$ cat src/rtl/writeback_unit_pkg.sv
// Shared types for the writeback stage: register id, data word and queued write request.
package writeback_unit_pkg;

  localparam int unsigned XLEN     = 32;
  localparam int unsigned REG_W    = 5;
  localparam int unsigned NUM_REGS = 32;

  typedef logic [XLEN-1:0]  word_t;
  typedef logic [REG_W-1:0] regid_t;

  typedef struct packed {
    regid_t rd;
    word_t  data;
  } wb_req_t;

endpackage

$ cat src/rtl/wb_fifo.sv
// Synchronous FIFO of writeback requests; pointers carry an extra wrap bit for full/empty.
module wb_fifo
  import writeback_unit_pkg::*;
#(
  parameter int unsigned DEPTH = 2
) (
  input  logic                           clk,
  input  logic                           rst,
  input  logic                           push,
  input  wb_req_t                        push_data,
  input  logic                           pop,
  output logic                           full,
  output logic                           empty,
  output logic [$clog2(DEPTH+1)-1:0]     count,
  output wb_req_t                        head
);

  localparam int unsigned PTR_W = $clog2(DEPTH);
  localparam int unsigned CNT_W = $clog2(DEPTH + 1);

  logic [PTR_W:0] wr_ptr_q, wr_ptr_d;
  logic [PTR_W:0] rd_ptr_q, rd_ptr_d;
  wb_req_t        mem_q [DEPTH];
  wb_req_t        mem_d [DEPTH];
  logic           do_push_c, do_pop_c;

  assign empty = (wr_ptr_q == rd_ptr_q);
  assign full  = (wr_ptr_q[PTR_W] != rd_ptr_q[PTR_W]) &&
                 (wr_ptr_q[PTR_W-1:0] == rd_ptr_q[PTR_W-1:0]);
  assign count = CNT_W'(wr_ptr_q - rd_ptr_q);
  assign head  = mem_q[rd_ptr_q[PTR_W-1:0]];

  // Pointer advance and storage write for accepted push/pop.
  always_comb begin
    do_push_c = push && !full;
    do_pop_c  = pop && !empty;
    wr_ptr_d  = wr_ptr_q;
    rd_ptr_d  = rd_ptr_q;
    mem_d     = mem_q;
    if (do_push_c) begin
      mem_d[wr_ptr_q[PTR_W-1:0]] = push_data;
      wr_ptr_d                   = wr_ptr_q + (PTR_W+1)'(1);
    end
    if (do_pop_c) begin
      rd_ptr_d = rd_ptr_q + (PTR_W+1)'(1);
    end
  end

  // Pointer registers; reset discards contents.
  always_ff @(posedge clk) begin
    if (rst) begin
      wr_ptr_q <= '0;
      rd_ptr_q <= '0;
    end else begin
      wr_ptr_q <= wr_ptr_d;
      rd_ptr_q <= rd_ptr_d;
    end
  end

  // Storage needs no reset: entries are only read between valid pointers.
  always_ff @(posedge clk) begin
    mem_q <= mem_d;
  end

endmodule

$ cat src/rtl/writeback_unit.sv
// Merges ALU and load results onto the single regfile write port and tracks outstanding loads.
module writeback_unit
  import writeback_unit_pkg::*;
#(
  parameter int unsigned LQ_DEPTH = 2
) (
  input  logic                          clk,
  input  logic                          rst,
  input  logic                          alu_valid,
  input  logic [REG_W-1:0]              alu_rd,
  input  logic [XLEN-1:0]               alu_data,
  input  logic                          ld_valid,
  output logic                          ld_ready,
  input  logic [REG_W-1:0]              ld_rd,
  input  logic [XLEN-1:0]               ld_data,
  input  logic                          iss_valid,
  input  logic [REG_W-1:0]              iss_rd,
  input  logic [REG_W-1:0]              rs1_addr,
  input  logic [REG_W-1:0]              rs2_addr,
  output logic                          rs1_pending,
  output logic                          rs2_pending,
  output logic                          w_enable,
  output logic [REG_W-1:0]              w_addr,
  output logic [XLEN-1:0]               w_data,
  output logic [$clog2(LQ_DEPTH+1)-1:0] lq_count
);

  wb_req_t              lq_head;
  wb_req_t              ld_req_c;
  wb_req_t              sel_c;
  logic                 lq_full, lq_empty;
  logic                 sel_valid_c, lq_push_c, lq_pop_c, ld_acc_c;
  logic                 w_enable_q, w_enable_d;
  regid_t               w_addr_q, w_addr_d;
  word_t                w_data_q, w_data_d;
  logic [NUM_REGS-1:0]  pending_q, pending_d;

  assign ld_req_c = '{rd: ld_rd, data: ld_data};

  wb_fifo #(.DEPTH(LQ_DEPTH)) u_lq (
    .clk       (clk),
    .rst       (rst),
    .push      (lq_push_c),
    .push_data (ld_req_c),
    .pop       (lq_pop_c),
    .full      (lq_full),
    .empty     (lq_empty),
    .count     (lq_count),
    .head      (lq_head)
  );

  // Accept loads only from registered occupancy; no pop-to-push pass-through.
  assign ld_ready = !rst && !lq_full;

  // Priority select: ALU, then queue head, then an incoming load when the queue is empty.
  always_comb begin
    sel_valid_c = 1'b0;
    sel_c       = '0;
    lq_pop_c    = 1'b0;
    ld_acc_c    = ld_valid && ld_ready;
    if (alu_valid) begin
      sel_valid_c = 1'b1;
      sel_c       = '{rd: alu_rd, data: alu_data};
    end else if (!lq_empty) begin
      sel_valid_c = 1'b1;
      sel_c       = lq_head;
      lq_pop_c    = 1'b1;
    end else if (ld_acc_c) begin
      sel_valid_c = 1'b1;
      sel_c       = ld_req_c;
    end
    lq_push_c = ld_acc_c && (alu_valid || !lq_empty);
  end

  // Writes to x0 are dropped here because the regfile does not protect it.
  always_comb begin
    w_enable_d = sel_valid_c && (sel_c.rd != '0);
    w_addr_d   = sel_c.rd;
    w_data_d   = sel_c.data;
  end

  // Pending scoreboard: clear on commit of the registered write, set on issue (set wins).
  always_comb begin
    pending_d = pending_q;
    if (w_enable_q) begin
      pending_d[w_addr_q] = 1'b0;
    end
    if (iss_valid && (iss_rd != '0)) begin
      pending_d[iss_rd] = 1'b1;
    end
    pending_d[0] = 1'b0;
  end

  // Output register and scoreboard state.
  always_ff @(posedge clk) begin
    if (rst) begin
      w_enable_q <= 1'b0;
      w_addr_q   <= '0;
      w_data_q   <= '0;
      pending_q  <= '0;
    end else begin
      w_enable_q <= w_enable_d;
      w_addr_q   <= w_addr_d;
      w_data_q   <= w_data_d;
      pending_q  <= pending_d;
    end
  end

  assign w_enable    = w_enable_q;
  assign w_addr      = w_addr_q;
  assign w_data      = w_data_q;
  assign rs1_pending = pending_q[rs1_addr];
  assign rs2_pending = pending_q[rs2_addr];

endmodule
$ cat config.mk
export PLATFORM = sky130hd
export DESIGN_NAME = writeback_unit
export DESIGN_NICKNAME = d
export VERILOG_FILES = /design/src/rtl/writeback_unit_pkg.sv /design/src/rtl/wb_fifo.sv /design/src/rtl/writeback_unit.sv
export SDC_FILE = /design/constraint.sdc
export NUM_CORES = 1
export LEC_CHECK = 0
export ABC_AREA = 1
export BUFFER_PORTS_ARGS = -buffer_cell sky130_fd_sc_hd__buf_2
export CORE_MARGIN = 3
export CORE_UTILIZATION = 40
export DETAILED_ROUTE_END_ITERATION = 8
export PLACE_DENSITY = 0.64
export SLEW_MARGIN = 40
export SYNTH_ARGS = -nofsm -noshare
export SYNTH_HDL_FRONTEND = slang
export SYNTH_SLANG_ARGS = --single-unit
$ cat constraint.sdc
create_clock -name clk -period 6.3 [get_ports clk]
set_input_delay 0.315 -clock clk [delete_from_list [all_inputs] [get_ports clk]]
set_output_delay 0.315 -clock clk [all_outputs]
set_load 0.05 [all_outputs]
==> reports/metrics.csv, run 1 <==
stage;metric;value;unit
routing;Vias;5318;
yosys;mapped cell area;6380;sq um
critical_path;CP Data Arrival Time;2.66;ns
grt;initial antenna violation count;3;
timing;Max transition margin;0.480;
power;Switching Share;0.283;
routing;Final ANT Viol Nets;0;
timing;period utilization;0.401;
die;Core Area;15400;sq um
cells_and_area;final core occ;0.514;
power;Lkg Pwr;3.08;nW
die;Die Wd;132;um
hold_path;Cells on Worst Hold Path;1;
placed_design;Post-Place Cells;999;
timing;Clock Skews;0.00633;ns
clock_tree;hold buffer count at cts;0;
routing;Iter 0 DRT Violations;365;
clock_tree;CTS buffer count;17;
cells_and_area;fraction of layout cells with a size suffix above 1;0.238;
placed_design;placed cell areas;7280;sq um
routing;drt drc;0;
yosys;Syn Area/Cell;9.41;sq um
critical_path;critical path required time;6.43;ns
grt;largest net degree at the start of global routing;73;
cells_and_area;fin cells;1033;
cells_and_area;P&R area growth vs syn;24.4;%
power;clock group share of total power;0.420;
critical_path;R2R Path End;u_lq.mem_q[7];
timing;Final min period;2.53;ns
critical_path;CP Class;register to register;
die;chip height;132;um
yosys;Mapped Cells;678;
status;status;finished clean;
timing;Final setup viols;0;
yosys;Unique masters post-synth;32;
die;die area;17500;sq um
grt;GRT Util Overall;0.188;
cells_and_area;Nets;903;
timing;RSZ-0062 raised after global routing;no;
critical_path;flop-to-flop setup slack;3.77;ns
power;Total Power;2.51;mW
clock_tree;maximum clock path buffer count;2;
power;internal power;1.80;mW
timing;Final WS setup;3.77;ns
power;combinational share of power;0.156;
placed_design;Placement Setup Slack;3.45;ns
critical_path;crit start category;register;
critical_path;r2r worst-path depth;9;
timing;Slew @ Worst Pin;0.780;ns
timing;worst hold slack;0.0979;ns
yosys;syn nets;773;
clock_tree;Gates resized, CTS repair;0;
timing;Slew Limit Fails;0;
critical_path;Setup crit end kind;register;
timing;Final Hold Viols;0;
placed_design;Post-DP HPWL;11.2;mm
die;row count;45;
power;Sequential Power Share;0.424;
critical_path;Setup crit start;u_lq.wr_ptr_q[0];
clock_tree;# H-tree levels;4;
power;Max rail drop VDD;0.000208;V
placed_design;PortBufs;136;
power;NetSw;0.711;mW
grt;global-route wire length before repair;26.3;mm
cells_and_area;Layout Cell Area excl Fill;7930;sq um
die;Ports;137;
clock_tree;Root Buffer;clkbuf_16;
power;PwrDens;317;nW/um^2
routing;Post-Route WL;16.3;mm
placed_design;GP Congestion;0.835;
routing;Avg Vias per Cell;5.15;
timing;Max Freq;396;MHz
timing;Setup TNS;0;ns
yosys;post-synthesis sequential area ratio;0.578;
yosys;Syn. warnings;0;
clock_tree;CTS clk-pin slew, worst paths;0.06;ns
critical_path;largest fanout on the critical path;15;
clock_tree;post-CTS setup buffers;0;
flow_run;Max-cap violations;0;
routing;WL/cell;15.8;um
yosys;number of synthesized register bits;147;
critical_path;reg2reg start;u_lq.wr_ptr_q[0];
clock_tree;clock sink count;147;
grt;vias in the first global route;5147;
hold_path;Hold WC Path Type;input port to register;
die;Initial Util;0.413;
critical_path;Critical Path End;u_lq.mem_q[7];
clock_tree;clock tree from TritonCTS;yes;
grt;GR Overflow Total;0;
clock_tree;clk_lat worst skew;0.42;ns
routing;first drt pass iteration count;5;
final cells by class:
class / count / area [sq um]
antenna: 1 / 2.50
clock buffer: 17 / 425
clock inverter: 15 / 196
fill: 1458 / 7490
inverter: 37 / 139
multi-input combinational: 462 / 2410
sequential: 147 / 3680
tap: 211 / 264
timing repair buffer: 143 / 808
critical path, cell delays in order (launching register included):
cell and delay [ns]:
dfxtp_1 0.39, inv_1 0.11, ha_1 0.41, nand3_4 0.19, nor2_4 0.11, nor2_2 0.17, inv_1 0.11, nor2_4 0.36
buf_16 0.21, buf_8 0.17
metal layers:
layer / wire length (um) / up-vias / track usage
met5: 21 / - / 0
met4: 265 / 4 / 0.0676
met3: 1150 / 21 / 0.0580
met2: 7560 / 191 / 0.292
met1: 7270 / 2438 / 0.249
li1: - / 2664 / -
power by group through the flow:
stage          clock [mW]  combinational, mW  sequential, mW
3_5_place_dp            0              0.386            1.09
6_report             1.05              0.392            1.07
2_1_floorplan           0              0.199            1.16
3_3_place_gp            0              0.377            1.09
5_1_grt              1.11              0.429            1.07
4_1_cts              1.07              0.387            1.07
synthesized netlist by cell type:
cell | count | share of area
nand4_1 | 5 | 0.0049
mux2i_1 | 32 | 0.050
o221ai_1 | 2 | 0.0027
a31oi_1 | 32 | 0.031
nand2_1 | 127 | 0.075
edfxtp_1 | 74 | 0.35
nor2_2 | 2 | 0.0020
nand2_4 | 1 | 0.0018
buf_4 | 11 | 0.013
xnor2_1 | 1 | 0.0014
clkinv_1 | 3 | 0.0018
nor3_1 | 14 | 0.011
dfxtp_1 | 73 | 0.23
nor2_1 | 67 | 0.039
nand3b_1 | 1 | 0.0012
o211ai_1 | 13 | 0.015
nand3_2 | 2 | 0.0031
inv_1 | 29 | 0.017
buf_2 | 10 | 0.0078
clkbuf_1 | 6 | 0.0035
o21ai_1 | 13 | 0.010
nor3_2 | 1 | 0.0016
a21oi_1 | 41 | 0.032
o21ai_0 | 79 | 0.062
nor3b_2 | 1 | 0.0020
nand3_4 | 1 | 0.0027
inv_2 | 5 | 0.0029
nor2_4 | 1 | 0.0018
buf_1 | 4 | 0.0024
nand3_1 | 25 | 0.020
clkbuf_2 | 1 | 0.00078
ha_1 | 1 | 0.0020
registers in the layout, summed over array words and instances, names as in the netlist:
register,flops
u_lq.wr_ptr_q,2
w_enable,1
w_data,32
u_lq.rd_ptr_q,2
pending_q,31
u_lq.mem_q,74
w_addr,5
cells by family (layout without fill, tap and decap cells):
family / count (synthesis) / after routing / synth area share
and+or+nand+nor: 248 / 248 / 0.166
AOI/OAI and AO/OA: 180 / 180 / 0.154
DFF: 147 / 147 / 0.578
buffers and inverters: 69 / 212 / 0.0492
muxes: 32 / 32 / 0.0502
adders and majority gates: 1 / 1 / 0.00196
xor gates and xnor gates: 1 / 1 / 0.00137
other: 0 / 1 / 0
worst min-delay path by stage:
| stage | end | startpoint | slack, ns |
|---|---|---|---|
| final | u_lq.mem_q[19] | ld_data[19] | 0.1 |
| after floorplan | u_lq.mem_q[0] | ld_data[0] | 0.41 |
| after global placement | pending_q[16] | pending_q[16] | 0.46 |
| after CTS | u_lq.mem_q[42] | ld_data[5] | 0.08 |
| after global routing | u_lq.mem_q[56] | ld_data[19] | 0.08 |
| after detailed placement | pending_q[28] | pending_q[28] | 0.47 |
cells in the final DEF, fill, tap and decap left out, types with 13 or more instances in the layout:
| cell | count |
|---|---|
| mux2i_1 | 32 |
| nand3_1 | 25 |
| buf_2 | 136 |
| nor2_1 | 66 |
| o21ai_1 | 13 |
| clkbuf_16 | 17 |
| a31oi_1 | 32 |
| o21ai_0 | 79 |
| a21oi_1 | 41 |
| dfxtp_1 | 72 |
| o211ai_1 | 13 |
| nand2_1 | 127 |
| edfxtp_1 | 74 |
| inv_1 | 29 |
(Power assumes the default switching activity.)
==> run 2, diff against run 1 <==
PLACE_DENSITY = 0.66   (was 0.64)
clock period = 2.2 ns   (was 6.3 ns; I/O delays follow)
==> run 2 against run 1 <==
Utilization up 2.3 points. Critical endpoint unchanged. Maximum frequency up 27%. Largest cell class unchanged. Sequential share of layout area down 2.0 points. Flip-flop and latch count unchanged.
==> reports/metrics.csv, run 2 (synthesis gave the netlist of run 1 again) <==
stage;metric;value;unit
critical_path;crit start category;register;
routing;Vias;5604;
placed_design;Placement Setup Slack;0.221;ns
routing;Iter 0 DRT Violations;537;
cells_and_area;Nets;949;
critical_path;largest fanout on the critical path;32;
routing;WL/cell;16.1;um
critical_path;reg2reg start;u_lq.wr_ptr_q[0];
critical_path;R2R Path End;u_lq.mem_q[7];
placed_design;GP Congestion;0.976;
die;die area;17500;sq um
timing;Max transition margin;0.475;
clock_tree;CTS clk-pin slew, worst paths;0.06;ns
critical_path;CP Data Arrival Time;2.10;ns
clock_tree;# H-tree levels;4;
die;Initial Util;0.413;
placed_design;PortBufs;136;
timing;period utilization;0.903;
critical_path;Setup crit end kind;register;
routing;Post-Route WL;17.3;mm
cells_and_area;final core occ;0.537;
routing;first drt pass iteration count;5;
cells_and_area;Biggest register;u_lq.mem_q;
die;Ports;137;
clock_tree;Root Buffer;clkbuf_16;
timing;Final Hold Viols;0;
clock_tree;maximum clock path buffer count;2;
cells_and_area;most common cell after layout, fill and taps aside;buf_2;
die;Die Wd;132;um
die;chip height;132;um
flow_run;Max-cap violations;0;
timing;Slew Limit Fails;0;
clock_tree;Gates resized, CTS repair;0;
critical_path;Critical Path End;u_lq.mem_q[7];
cells_and_area;fraction of layout cells with a size suffix above 1;0.223;
cells_and_area;most frequent cells in the layout;buf_2, nand2_1, o21ai_0;
routing;drt drc;0;
hold_path;Hold WC Path Type;input port to register;
routing;Final ANT Viol Nets;0;
critical_path;r2r worst-path depth;8;
timing;Final setup viols;0;
cells_and_area;max reg flops;74;
power;Max rail drop VDD;0.000548;V
timing;Final min period;1.99;ns
status;status;finished clean;
power;PwrDens;854;nW/um^2
clock_tree;clock sink count;147;
clock_tree;clock tree from TritonCTS;yes;
die;Core Area;15400;sq um
critical_path;flop-to-flop setup slack;0.21;ns
grt;initial antenna violation count;0;
timing;Clock Skews;0.00880;ns
grt;GRT Util Overall;0.202;
grt;largest net degree at the start of global routing;72;
routing;Avg Vias per Cell;5.20;
clock_tree;CTS buffer count;17;
grt;GR Overflow Total;0;
critical_path;critical path required time;2.31;ns
die;row count;45;
cells_and_area;P&R area growth vs syn;29.9;%
placed_design;Post-DP HPWL;11.3;mm
timing;Final WS setup;0.213;ns
timing;Max Freq;503;MHz
timing;Slew @ Worst Pin;0.788;ns
power;Lkg Pwr;3.24;nW
clock_tree;clk_lat worst skew;0.42;ns
clock_tree;post-CTS setup buffers;0;
critical_path;CP Class;register to register;
timing;RSZ-0062 raised after global routing;no;
grt;vias in the first global route;5499;
critical_path;Setup crit start;u_lq.wr_ptr_q[0];
grt;global-route wire length before repair;28.0;mm
cells_and_area;count of antenna diodes in the layout;0;
timing;Setup TNS;0;ns
==> run 2: cell count changes in the layout (fill, tap and decap cells not counted), moves of 2 or more <==
cell | before | now
buf_8 | 2 | 0
bufinv_16 | 3 | 1
nor3_2 | 5 | 1
buf_16 | 3 | 0
inv_6 | 5 | 3
dlygate4sd3_1 | 0 | 41
clkbuf_8 | 0 | 2
clkinv_4 | 2 | 0
buf_4 | 2 | 10
buf_12 | 0 | 2
nor3_1 | 10 | 14
clkbuf_1 | 0 | 4
==> run 2: routing by layer <==
metal / wire length, um / GRT usage
met1: 7510 / 0.256
met2: 8310 / 0.335
met5: 0 / 0
met3: 1300 / 0.0588
met4: 221 / 0.0612
==> run 2: area by class of cell <==
type / count / area [sq um]
fillers: 1446 / 7150
inverters: 37 / 139
well taps: 211 / 264
clock inverters: 8 / 90.1
clock buffers: 24 / 493
repair buffers: 189 / 1210
multi-input cells: 462 / 2400
flip-flops and latches: 147 / 3680
==> run 2: critical path, cell delays in order (launching register included) <==
cell	delay, ns
dfxtp_1	0.38
inv_1	0.14
ha_4	0.28
nand3_2	0.09
nand3_2	0.15
nor2_2	0.13
inv_1	0.12
nor2_4	0.16
buf_12	0.22
==> run 2: worst min-delay path by stage <==
stage | startpoint | endpoint | cells after the start
2_1_floorplan | ld_data[0] | u_lq.mem_q[0] | 0
3_3_place_gp | ld_data[0] | u_lq.mem_q[0] | 1
3_5_place_dp | ld_rd[4] | u_lq.mem_q[36] | 1
4_1_cts | alu_data[31] | w_data[31] | 5
5_1_grt | alu_data[1] | w_data[1] | 5
6_report | alu_data[2] | w_data[2] | 5
==> run 2: metrics by stage <==
| step | std cells | total power [mW] | hold WS, ns | instance area [sq um] |
|---|---|---|---|---|
| global placement | 1005 | 4.23 | 0.316 | 7290 |
| finish | 1078 | 7.08 | 0.0147 | 8280 |
| detailed placement | 1005 | 4.24 | 0.318 | 7290 |
| global route | 1078 | 7.35 | 0.0253 | 8280 |
| CTS | 1078 | 7.12 | 0.000212 | 8280 |
| floorplan | 678 | 3.89 | 0.209 | 6400 |
==> run 2: repair_timing <==
action,4_1_cts,5_1_grt
endpoints found under the setup margin,0,0
hold endpoints to repair,106,0
hold buffers,41,0
==> run 2: power breakdown <==
| group | leakage (nW) | internal, mW | switching, mW | total, mW |
|---|---|---|---|---|
| Sequential | 1.27 | 3.00 | 0.0514 | 3.05 |
| Clock | 0.275 | 1.70 | 1.14 | 2.84 |
| Combinational | 1.69 | 0.374 | 0.807 | 1.18 |
| Total | 3.24 | 5.08 | 1.99 | 7.08 |
==> run 3, diff against run 2 <==
RECOVER_POWER = 50   (was not set)
==> run 3 against run 2 <==
Sequential power about the same. Largest cell class unchanged. Final cell count unchanged. Routed wire length up 0.44%. Die area unchanged. Clock-buffer cell count unchanged. Register-to-register slack about the same. Highest routed layer unchanged. Sequential share of layout area up 0.50 points. Flip-flop and latch count unchanged. Largest power group unchanged.
==> reports/metrics.csv, run 3 (synthesis gave the netlist of run 1 again) <==
stage;metric;value;unit
status;status;finished clean;
timing;Final min period;1.98;ns
routing;Avg Vias per Cell;5.19;
clock_tree;clk_lat worst skew;0.42;ns
routing;WL/cell;16.2;um
critical_path;CP Data Arrival Time;2.09;ns
critical_path;crit start category;register;
power;Max rail drop VDD;0.000548;V
placed_design;GP Congestion;0.976;
routing;first drt pass iteration count;6;
critical_path;largest fanout on the critical path;32;
power;Lkg Pwr;3.00;nW
power;PwrDens;861;nW/um^2
grt;GR Overflow Total;0;
die;Initial Util;0.413;
grt;GRT Util Overall;0.202;
timing;Final setup viols;0;
routing;Iter 0 DRT Violations;474;
clock_tree;Root Buffer;clkbuf_16;
cells_and_area;Biggest register;u_lq.mem_q;
critical_path;reg2reg start;u_lq.wr_ptr_q[0];
timing;Setup TNS;0;ns
hold_path;Hold Crit Start;alu_data[24];
routing;Vias;5594;
timing;Clock Skews;0.00987;ns
clock_tree;maximum clock path buffer count;2;
cells_and_area;P&R area growth vs syn;28.4;%
critical_path;CP peak stage delay;0.38;ns
placed_design;PortBufs;136;
critical_path;critical path required time;2.31;ns
critical_path;r2r worst-path depth;8;
placed_design;Post-DP HPWL;11.3;mm
cells_and_area;final core occ;0.531;
die;row count;45;
cells_and_area;count of antenna diodes in the layout;0;
die;die area;17500;sq um
cells_and_area;most common cell after layout, fill and taps aside;nand2_1;
critical_path;flop-to-flop setup slack;0.22;ns
cells_and_area;fraction of layout cells with a size suffix above 1;0.138;
clock_tree;clock sink count;147;
clock_tree;# H-tree levels;4;
routing;drt drc;0;
die;Die Wd;132;um
cells_and_area;Nets;949;
clock_tree;CTS buffer count;17;
cells_and_area;max reg flops;74;
critical_path;Setup crit end kind;register;
timing;Final Hold Viols;0;
critical_path;R2R Path End;u_lq.mem_q[35];
critical_path;crit-path cells;inv_1, ha_4, nand3_2, nand3_2, nor2_2, inv_1, nor2_4, buf_12;
grt;initial antenna violation count;0;
flow_run;Max-cap violations;0;
routing;Post-Route WL;17.4;mm
timing;Slew Limit Fails;0;
grt;vias in the first global route;5499;
critical_path;Buf/Inv on CP;3;
timing;period utilization;0.902;
die;Core Area;15400;sq um
grt;largest net degree at the start of global routing;72;
critical_path;cell family with most CP delay;simple AND/OR/NAND/NOR gates;
hold_path;Hold WC Path Type;input port to register;
critical_path;CP Class;register to register;
clock_tree;clock tree from TritonCTS;yes;
clock_tree;CTS clk-pin slew, worst paths;0.06;ns
die;chip height;132;um
hold_path;Cells on Worst Hold Path;5;
timing;Slew @ Worst Pin;0.787;ns
timing;RSZ-0062 raised after global routing;no;
timing;Max Freq;504;MHz
critical_path;slowest CP cell;dfxtp_1;
timing;Max transition margin;0.475;
cells_and_area;most frequent cells in the layout;nand2_1, o21ai_0, clkbuf_1;
die;Ports;137;
hold_path;Hold Crit Endpoint;w_data[24];
grt;global-route wire length before repair;28.0;mm
clock_tree;post-CTS setup buffers;0;
routing;Final ANT Viol Nets;0;
run 3: cell types whose count changed in the layout (fill, tap and decap cells not counted), sizes merged:
cell / before / now
clkbuf: 24 / 97
buf: 148 / 75
run 3: metal layers:
metal | up-vias | wire length [um] | global-route usage
met5 | - | 0 | 0
met1 | 2608 | 7500 | 0.256
li1 | 2736 | - | -
met3 | 16 | 1340 | 0.0588
met4 | 0 | 176 | 0.0612
met2 | 234 | 8400 | 0.335
run 3: final cells by class:
| cell class | instances | area, sq um |
|---|---|---|
| Fill cell | 1489 | 7240 |
| Sequential cell | 147 | 3680 |
| Multi-Input combinational cell | 462 | 2400 |
| Timing Repair Buffer | 189 | 1110 |
| Clock buffer | 24 | 493 |
| Tap cell | 211 | 264 |
| Inverter | 37 | 139 |
| Clock inverter | 8 | 90.1 |
run 3: worst max-delay path by stage:
stage	start	end	slack, ns	cells past startpoint
3_3_place_gp	u_lq.wr_ptr_q[0]	u_lq.mem_q[1]	0.25	8
5_1_grt	u_lq.wr_ptr_q[0]	u_lq.mem_q[35]	0.08	8
6_report	u_lq.wr_ptr_q[0]	u_lq.mem_q[35]	0.22	8
3_5_place_dp	u_lq.wr_ptr_q[0]	u_lq.mem_q[1]	0.22	8
2_1_floorplan	u_lq.wr_ptr_q[0]	u_lq.mem_q[0]	0.02	7
4_1_cts	u_lq.wr_ptr_q[0]	u_lq.mem_q[15]	0.20	8
run 3: where the power goes:
part	internal, mW	switching [mW]
sequential	3.00	0.0525
clock	1.70	1.13
combinational	0.349	0.811
total	5.06	2.00
run 3: worst reg2reg max path: cells and delay by family (launching register included):
kind / cells / cell delay [ns]
fa+ha+maj: 1 / 0.28
simple gates: 4 / 0.54
flops: 1 / 0.38
buf+inv: 3 / 0.48
run 3: timing repair:
item	4_1_cts	5_1_grt
hold buffers	41	0
gates resized for setup	0	0
hold endpoints to repair	106	0
run 3: per-stage QoR:
stage / area (sq um) / total power, mW / cells / hold WS (ns) / worst slack (ns)
2_1_floorplan: 6400 / 3.89 / 678 / 0.209 / 0.0190
3_3_place_gp: 7290 / 4.23 / 1005 / 0.316 / 0.251
3_5_place_dp: 7290 / 4.24 / 1005 / 0.318 / 0.221
4_1_cts: 8280 / 7.12 / 1078 / 0.000212 / 0.203
5_1_grt: 8190 / 7.33 / 1078 / 0.0253 / 0.0769
6_report: 8190 / 7.05 / 1078 / 0.0113 / 0.216
